File: src/rtl/regfile_pkg.sv
// Shared types and sizes for the integer register file write-back path.
package regfile_pkg;

    localparam int unsigned REG_AW = 5;
    localparam int unsigned NREGS  = 32;

    typedef logic [REG_AW-1:0] reg_addr_t;

    typedef enum logic {
        GNT_LD  = 1'b0,
        GNT_ALU = 1'b1
    } grant_t;

endpackage

File: src/rtl/rr_arb2.sv
// Two-requester round-robin arbiter; req[0]/gnt[0] is the load unit, req[1]/gnt[1] the ALU.
module rr_arb2
    import regfile_pkg::*;
(
    input  logic       clock,
    input  logic       nreset,
    input  logic [1:0] req,
    output logic [1:0] gnt
);

    grant_t last_grant;
    grant_t last_grant_next;

    // Reset to ALU so the load unit wins the first contention.
    always_ff @(posedge clock or negedge nreset) begin
        if (!nreset) begin
            last_grant <= GNT_ALU;
        end else begin
            last_grant <= last_grant_next;
        end
    end

    // Priority only rotates on cycles where both requesters compete.
    always_comb begin
        gnt             = 2'b00;
        last_grant_next = last_grant;
        case (req)
            2'b01: gnt = 2'b01;
            2'b10: gnt = 2'b10;
            2'b11: begin
                if (last_grant == GNT_ALU) begin
                    gnt             = 2'b01;
                    last_grant_next = GNT_LD;
                end else begin
                    gnt             = 2'b10;
                    last_grant_next = GNT_ALU;
                end
            end
            default: gnt = 2'b00;
        endcase
    end

endmodule

File: src/rtl/regfile_wb_ctrl.sv
// Write-back controller: arbitrates load/ALU results onto the single register file
// write port and tracks pending destinations so decode can stall on RAW/WAW hazards.
module regfile_wb_ctrl
    import regfile_pkg::*;
#(
    parameter int unsigned n = 32
) (
    input  logic          clock,
    input  logic          nreset,
    input  logic          issue_en,
    input  reg_addr_t     issue_rd,
    input  logic          ld_valid,
    output logic          ld_ready,
    input  reg_addr_t     ld_addr,
    input  logic [n-1:0]  ld_data,
    input  logic          alu_valid,
    output logic          alu_ready,
    input  reg_addr_t     alu_addr,
    input  logic [n-1:0]  alu_data,
    output logic          regw,
    output reg_addr_t     waddr,
    output logic [n-1:0]  wdata,
    input  reg_addr_t     chk_r1,
    input  reg_addr_t     chk_r2,
    input  reg_addr_t     chk_rd,
    input  logic          chk_rd_en,
    output logic          stall
);

    logic [1:0]       gnt;
    logic             ld_xfer;
    logic             alu_xfer;
    logic [NREGS-1:0] busy;
    logic [NREGS-1:0] busy_next;

    rr_arb2 u_arb (
        .clock  (clock),
        .nreset (nreset),
        .req    ({alu_valid, ld_valid}),
        .gnt    (gnt)
    );

    assign ld_ready  = gnt[0];
    assign alu_ready = gnt[1];
    assign ld_xfer   = ld_valid && ld_ready;
    assign alu_xfer  = alu_valid && alu_ready;

    // Output stage drains every cycle; writes to x0 are accepted but never enable regw.
    always_ff @(posedge clock or negedge nreset) begin
        if (!nreset) begin
            regw  <= 1'b0;
            waddr <= '0;
            wdata <= '0;
        end else begin
            regw <= 1'b0;
            if (ld_xfer) begin
                waddr <= ld_addr;
                wdata <= ld_data;
                regw  <= (ld_addr != '0);
            end else if (alu_xfer) begin
                waddr <= alu_addr;
                wdata <= alu_data;
                regw  <= (alu_addr != '0);
            end
        end
    end

    // Clear on commit first so a same-cycle issue to the same register wins.
    always_comb begin
        busy_next = busy;
        if (regw) begin
            busy_next[waddr] = 1'b0;
        end
        if (issue_en && (issue_rd != '0)) begin
            busy_next[issue_rd] = 1'b1;
        end
    end

    always_ff @(posedge clock or negedge nreset) begin
        if (!nreset) begin
            busy <= '0;
        end else begin
            busy <= busy_next;
        end
    end

    assign stall = ((chk_r1 != '0) && busy[chk_r1])
                || ((chk_r2 != '0) && busy[chk_r2])
                || (chk_rd_en && (chk_rd != '0) && busy[chk_rd]);

endmodule

File: config.mk
export PLATFORM = sky130hd
export DESIGN_NAME = regfile_wb_ctrl
export DESIGN_NICKNAME = d
export VERILOG_FILES = /design/src/rtl/regfile_pkg.sv /design/src/rtl/rr_arb2.sv /design/src/rtl/regfile_wb_ctrl.sv
export SDC_FILE = /design/constraint.sdc
export NUM_CORES = 1
export LEC_CHECK = 0
export ABC_AREA = 1
export ABC_CLOCK_PERIOD_IN_PS = 2300
export CORE_MARGIN = 3
export CORE_UTILIZATION = 50
export CTS_CLUSTER_SIZE = 10
export DETAILED_ROUTE_END_ITERATION = 10
export PLACE_DENSITY = 0.95
export SYNTH_ARGS = -nofsm -noshare
export SYNTH_HDL_FRONTEND = slang
export SYNTH_SLANG_ARGS = --single-unit
File: constraint.sdc
create_clock -name clock -period 2.3 [get_ports clock]
set_input_delay 0.46 -clock clock [delete_from_list [all_inputs] [get_ports clock]]
set_output_delay 0.46 -clock clock [all_outputs]
set_load 0.05 [all_outputs]
Word-level counts from Yosys, hierarchy flattened
Index checks and enable logic that the tools add are counted.
{ "totals": {"ff_bits": 71, "input_bits": 100, "out_inout_bits": 41, "wordCells": 57} }
{ "op_classes": {"magnitude_cmp": 7, "eq_ne": 3, "n_mux": 21, "bitwise": 3, "reduce_logical": 18} }
{ "ops": {"columns": ["operator", "count"], "rows": [
  ["two-way mux 32 bit", 4],
  ["AND 32 bit", 1],
  ["NOT 32 bit", 1],
  ["OR 32 bit", 1],
  ["< comparator 5 x 6 -> 1 bit (second input constant)", 5],
  ["nonzero test 5 bit", 6],
  ["binary-select mux 1 bit (select 5 bit)", 3],
  ["demux 1 bit (select 5 bit)", 2],
  ["greater-or-equal comparator 5 x 1 -> 1 bit (second input constant)", 2],
  ["two-way mux 5 bit", 2],
  ["logical AND 1 bit", 9],
  ["two-way mux 1 bit", 8],
  ["one-hot mux 2 bit (3 select lines)", 1],
  ["== test 2 bit (second input constant)", 2],
  ["== test 2 x 1 -> 1 bit (second input constant)", 1],
  ["logical OR 1 bit", 2],
  ["two-way mux 2 bit", 1],
  ["nonzero test 2 bit", 1]
]} }

Longest topological paths before layout
{ "depth": {"depth_word": 9, "ltp_mapped": 14, "mapped_depth_nobuf": 12} }

Modules after synthesis
Synthesis repeated with hierarchy kept, for this count alone.
{ "hier_totals": {"hier_cells": 617, "hier_area_um2": 4266.6} }
{ "modules_own_cells": {"columns": ["mod", "instances", "cells_each", "area_each_um2", "seq_area_each_um2"], "rows": [
  ["regfile_wb_ctrl", 1, 607, 4204.0, 1751.7],
  ["rr_arb2", 1, 10, 62.6, 26.3]
]} }

Worst setup path after synthesis
Ideal clock, no wire load.
{ "synth_timing": {"path_kind": "input -> output", "startpoint": "input chk_r2[0]", "endpoint": "output stall", "arrival_time_ns": 1.530, "path_slack_ns": 0.310, "path_stages": 14, "n_path_buf": 2, "path_cell_list": "buf_6 inv_8 buf_12 nand2_1 nand3_1 nand2_1 nand2_1 nand2_1 inv_1 nand2_1 nand2_1 nand2_1 nor2_1 nand2_1"} }
{ "synth_between": {"elab_chain_len": 5, "elab_cells_between_ends": 6} }
{ "synth_rtl": {"columns": ["item", "line", "rtl"], "rows": [
  ["from (decl)", "regfile_wb_ctrl.sv:24", "input reg_addr_t chk_r2,"],
  ["binary-select mux 1 bit (select 5 bit)", "regfile_wb_ctrl.sv:88", "|| ((chk_r2 != '0) && busy[chk_r2])"],
  ["two-way mux 1 bit (implied by the code)", "regfile_wb_ctrl.sv:88", null],
  ["logical AND 1 bit (*)", "regfile_wb_ctrl.sv:88", null],
  ["logical OR 1 bit (*)", "regfile_wb_ctrl.sv:88", null],
  ["logical OR 1 bit (*)", "regfile_wb_ctrl.sv:89", "|| (chk_rd_en && (chk_rd != '0) && busy[chk_rd]);"],
  ["to (decl)", "regfile_wb_ctrl.sv:27", "output logic stall"]
]} }
Every way passes the cells marked *; elsewhere a longest branch is shown, timed or not. The select of a mux whose other input is x is not followed.

Worst setup path in the final report
{ "layout_timing": {"startpoint": "input chk_rd[2]", "endpoint": "output stall"} }
{ "layout_between": {"elab_chain_len": 4, "elab_cells_between_ends": 6} }
{ "layout_rtl": {"columns": ["item", "line", "rtl"], "rows": [
  ["from (decl)", "regfile_wb_ctrl.sv:25", "input reg_addr_t chk_rd,"],
  ["binary-select mux 1 bit (select 5 bit) or nonzero test 5 bit (tied branches)", "regfile_wb_ctrl.sv:89", null],
  ["two-way mux 1 bit (implied by the code) or logical AND 1 bit (tied branches)", "regfile_wb_ctrl.sv:89", null],
  ["logical AND 1 bit (*)", "regfile_wb_ctrl.sv:89", null],
  ["logical OR 1 bit (*)", "regfile_wb_ctrl.sv:89", null]
]} }
Marked as above.

==> qor.tcl <==
set qor(run_status) {finished, final reports clean}
set qor(synthDistinctLibCells) 28
set qor(startpoint_type) {input port}
set qor(fp.coreArea_mm2) 0.00830
set qor(gp_routability_congestion) 0.963
set qor(cts-root-buf) {sky130_fd_sc_hd__clkbuf_8}
set qor(hpwl_mm) 12.7
set qor(first_global_vias) 5339
set qor(dominant_combinational_cell_family_by_area_after_synthesis) {simple AND/OR/NAND/NOR gates}
set qor(relSlewSlack_pct) 46.1
set qor(ys_top_cells_by_area) {sky130_fd_sc_hd__dfrtp_1 41%, sky130_fd_sc_hd__nand2_1 20%, sky130_fd_sc_hd__nand3_1 11%}
set qor(areal_power_density_over_the_cells_mw_per_mm2) 788
set qor(cts_tree) {built}
set qor(critPathKind) {input port to output port}
set qor(most_instantiated_flip_flop_cell_in_the_synthesis_netlist) {sky130_fd_sc_hd__dfrtp_1}
set qor(stdcell_count) 894
set qor(cells_after_synth) 624
set qor(die_height_um) 98.9
set qor(clock_insertion_delay_worst_skew_ns) 0.36
set qor(wl_mm) 18.0
set qor(cts_buffer_depth) 2
set qor(cts.reportedPaths.clkPinSlew_ns) 0.07
set qor(cts-buffers-inserted) 9
set qor(critical_path.top_delay_family) {buffers and inverters}
set qor(route.detailed.wl_per_inst_um) 20.1
set qor(synth-edff-count) 0
set qor(floorplan.rows) 33
set qor(synth_common_cells) {230 x sky130_fd_sc_hd__nand2_1, 98 x sky130_fd_sc_hd__nand3_1, 70 x sky130_fd_sc_hd__dfrtp_1, 69 x sky130_fd_sc_hd__o21ai_0, 65 x sky130_fd_sc_hd__inv_1}
set qor(remaining_drc_errors) 0
set qor(path_length_in_cells_of_the_critical_path) 8
set qor(fillerInstances) 560
set qor(final_cell_area_mm2) 0.00630
set qor(initial_utilization_pct) 52.0
set qor(cap_viol_max_count) 0
set qor(crit_path_start) {chk_rd[2]}
set qor(achievable-frequency_ghz) 0.443
set qor(worst_r2r_path_depth) 5
set qor(netlist.area_leader.share_pct) 40.6
set qor(synth.net_count) 724
set qor(synth.ff_latch_count) 71
set qor(holdWs_ns) 0.189
set qor(port_buffers) 140
set qor(yosysWarningCount) 0
set qor(critical-path-max-stage-delay_ns) 0.46
set qor(cp_max_fo) 5
set qor(cts_htree_levels) 3
set qor(grt_max_degree) 38
set qor(post-route-period-util_pct) 98.2
set qor(final_period_minus_worst_setup_slack_ns) 2.26
set qor(die_x_um) 98.9
set qor(cts_sinks) 71
set qor(setup-violations-final) 0
set qor(dr.first_iter.drc_count) 529
set qor(post-layout-total-power_mw) 4.96
set qor(cell_count_after_placement) 869
set qor(areaGrowthSynthToFinish_pct) 46.0
set qor(pre_cts_slack_ns) -0.224
set qor(crit-reg2reg-launch) {u_arb.last_grant$_DFFE_PN1N_}
set qor(max-vdd-ir-drop_mv) 0.418
set qor(post-synth-top-count-cell) {sky130_fd_sc_hd__nand2_1}
set qor(antenna_found_initial) 0
set qor(globalRouteOverflowTotal) 0
set qor(arrival_ns) 1.80
set qor(synth.cell_area_mm2) 0.00431
set qor(final.setup_skew_ns) 0.00703
set qor(place_area_mm2) 0.00592
set qor(finalSetupTns_ns) 0
set qor(leakage_nw) 2.96
set qor(min_path_type) {input port to asynchronous set/reset pin}
set qor(hold_violations) 0
set qor(critical_path_data_required_time_ns) 1.84
set qor(syn_avg_cell_area_um2) 6.91
set qor(grt_first_pass_wirelength_mm) 28.0
set qor(path_buf_inv) 4
set qor(muxShareOfSynthArea_pct) 0
set qor(synth_largest_area_cell) {sky130_fd_sc_hd__dfrtp_1}
set qor(io-pin-count) 141
set qor(postSynth.asyncResetShare_pct) 100
set qor(final_critical_path_setup_slack_ns) 0.0412
set qor(synth_compound_area_share_pct) 11.8
set qor(crit_path_top_delay_cell) {sky130_fd_sc_hd__clkdlybuf4s50_1}
set qor(critical_path.cell_chain) {clkdlybuf4s50_1 > inv_2 > nand2_1 > o41ai_2 > inv_1 > nand3_1 > nand2_2 > buf_12}
set qor(vias) 5408
set qor(drtPass1Iterations) 6
set qor(antenna_left) 0
set qor(yosys.area_share.xor_xnor_pct) 0
set qor(grt_overall_usage_pct) 36.8
set qor(yosys.area_share.simple_pct) 35.9
set qor(worstMarginPinSlew_ns) 0.808
set qor(hold_buffers) 0
set qor(report.final.slew_viol_count) 0
set qor(seq_area_frac_synth_pct) 41.2
set qor(antennaDiodeCount) 0
set qor(via_per_inst) 6.05
set qor(design.die.area_mm2) 0.00978
set qor(setup.worst_path.end_class) {output port}
set qor(postLayoutCoreUtil_pct) 75.9
set qor(ratio_of_cells_with_drive_above_1_in_the_final_layout_pct) 12.4
set qor(layout.nets) 884
set qor(synth_fa_ha_area_share_pct) 0
==> state kept, by name, indices dropped and copies added (netlist names) <==
register and count:
regw 1, busy 32, waddr 5, u_arb.last_grant 1, wdata 32
==> layout make-up <==
cell class / count / area [um^2] / share of cell area (%)
Clock inverter: 4 / 70.1 / 1.11
Sequential cell: 71 / 1780 / 28.2
Tap cell: 105 / 131 / 2.09
Timing Repair Buffer: 171 / 1800 / 28.6
Inverter: 73 / 304 / 4.83
Clock buffer: 12 / 135 / 2.15
Multi-Input combinational cell: 458 / 2080 / 33.0
==> repair_timing <==
action                     CTS  global route
gates resized for setup     17            34
cloned                       2             1
pin swaps                    0             3
buffers inserted             2             4
setup endpoints to repair    1             1
==> worst reg2reg max path, cell delays in order (launching register included) <==
cell                       delay, ns
sky130_fd_sc_hd__dfstp_2        0.60
sky130_fd_sc_hd__o21ai_4        0.10
sky130_fd_sc_hd__inv_2          0.20
sky130_fd_sc_hd__nor2_2         0.09
sky130_fd_sc_hd__buf_4          0.28
sky130_fd_sc_hd__a221oi_1       0.37
==> kinds of logic (layout without fill, tap and decap cells) <==
| group | Yosys count | after routing |
|---|---|---|
| buf+inv | 95 | 260 |
| flops | 71 | 71 |
| compound gates | 94 | 94 |
| simple gates | 364 | 364 |
==> power breakdown <==
group / total [mW] / switching [mW] / internal (mW)
combinational: 2.01 / 1.27 / 0.737
sequential: 1.87 / 0.308 / 1.56
clock: 1.08 / 0.472 / 0.609
total: 4.96 / 2.05 / 2.91
==> cell usage in the layout, fill, tap and decap left out, drive strengths merged, types with 5 or more instances in the layout <==
cell           netlist  final
nand2              235    235
clkdlybuf4s50        0    127
nand3              102    102
o21ai               73     73
inv                 73     73
dfrtp               70     70
buf                 20     33
nor2                16     16
clkbuf               2     15
a21oi               11     11
nor3                 9      9
o211ai               5      5
==> metal layers <==
layer | routed length [um] | vias to the layer above | GRT usage [%]
li1 | - | 2344 | -
met1 | 6050 | 2495 | 41.1
met2 | 9010 | 449 | 65.1
met3 | 1650 | 120 | 7.22
met4 | 1290 | 0 | 20.6
met5 | 0 | - | 0
==> worst paths after layout <==
check                                        end  slack, ns
max in group asynchronous  wdata[24]$_DFFE_PN0P_       1.44
min in group clock         wdata[19]$_DFFE_PN0P_       0.50
hold / removal                busy[24]$_DFF_PN0_       0.19
setup / recovery                           stall       0.04
hold reg to reg            wdata[19]$_DFFE_PN0P_       0.50
setup reg to reg            waddr[3]$_DFFE_PN0P_       0.54
Power figures use the tool's default switching activity.
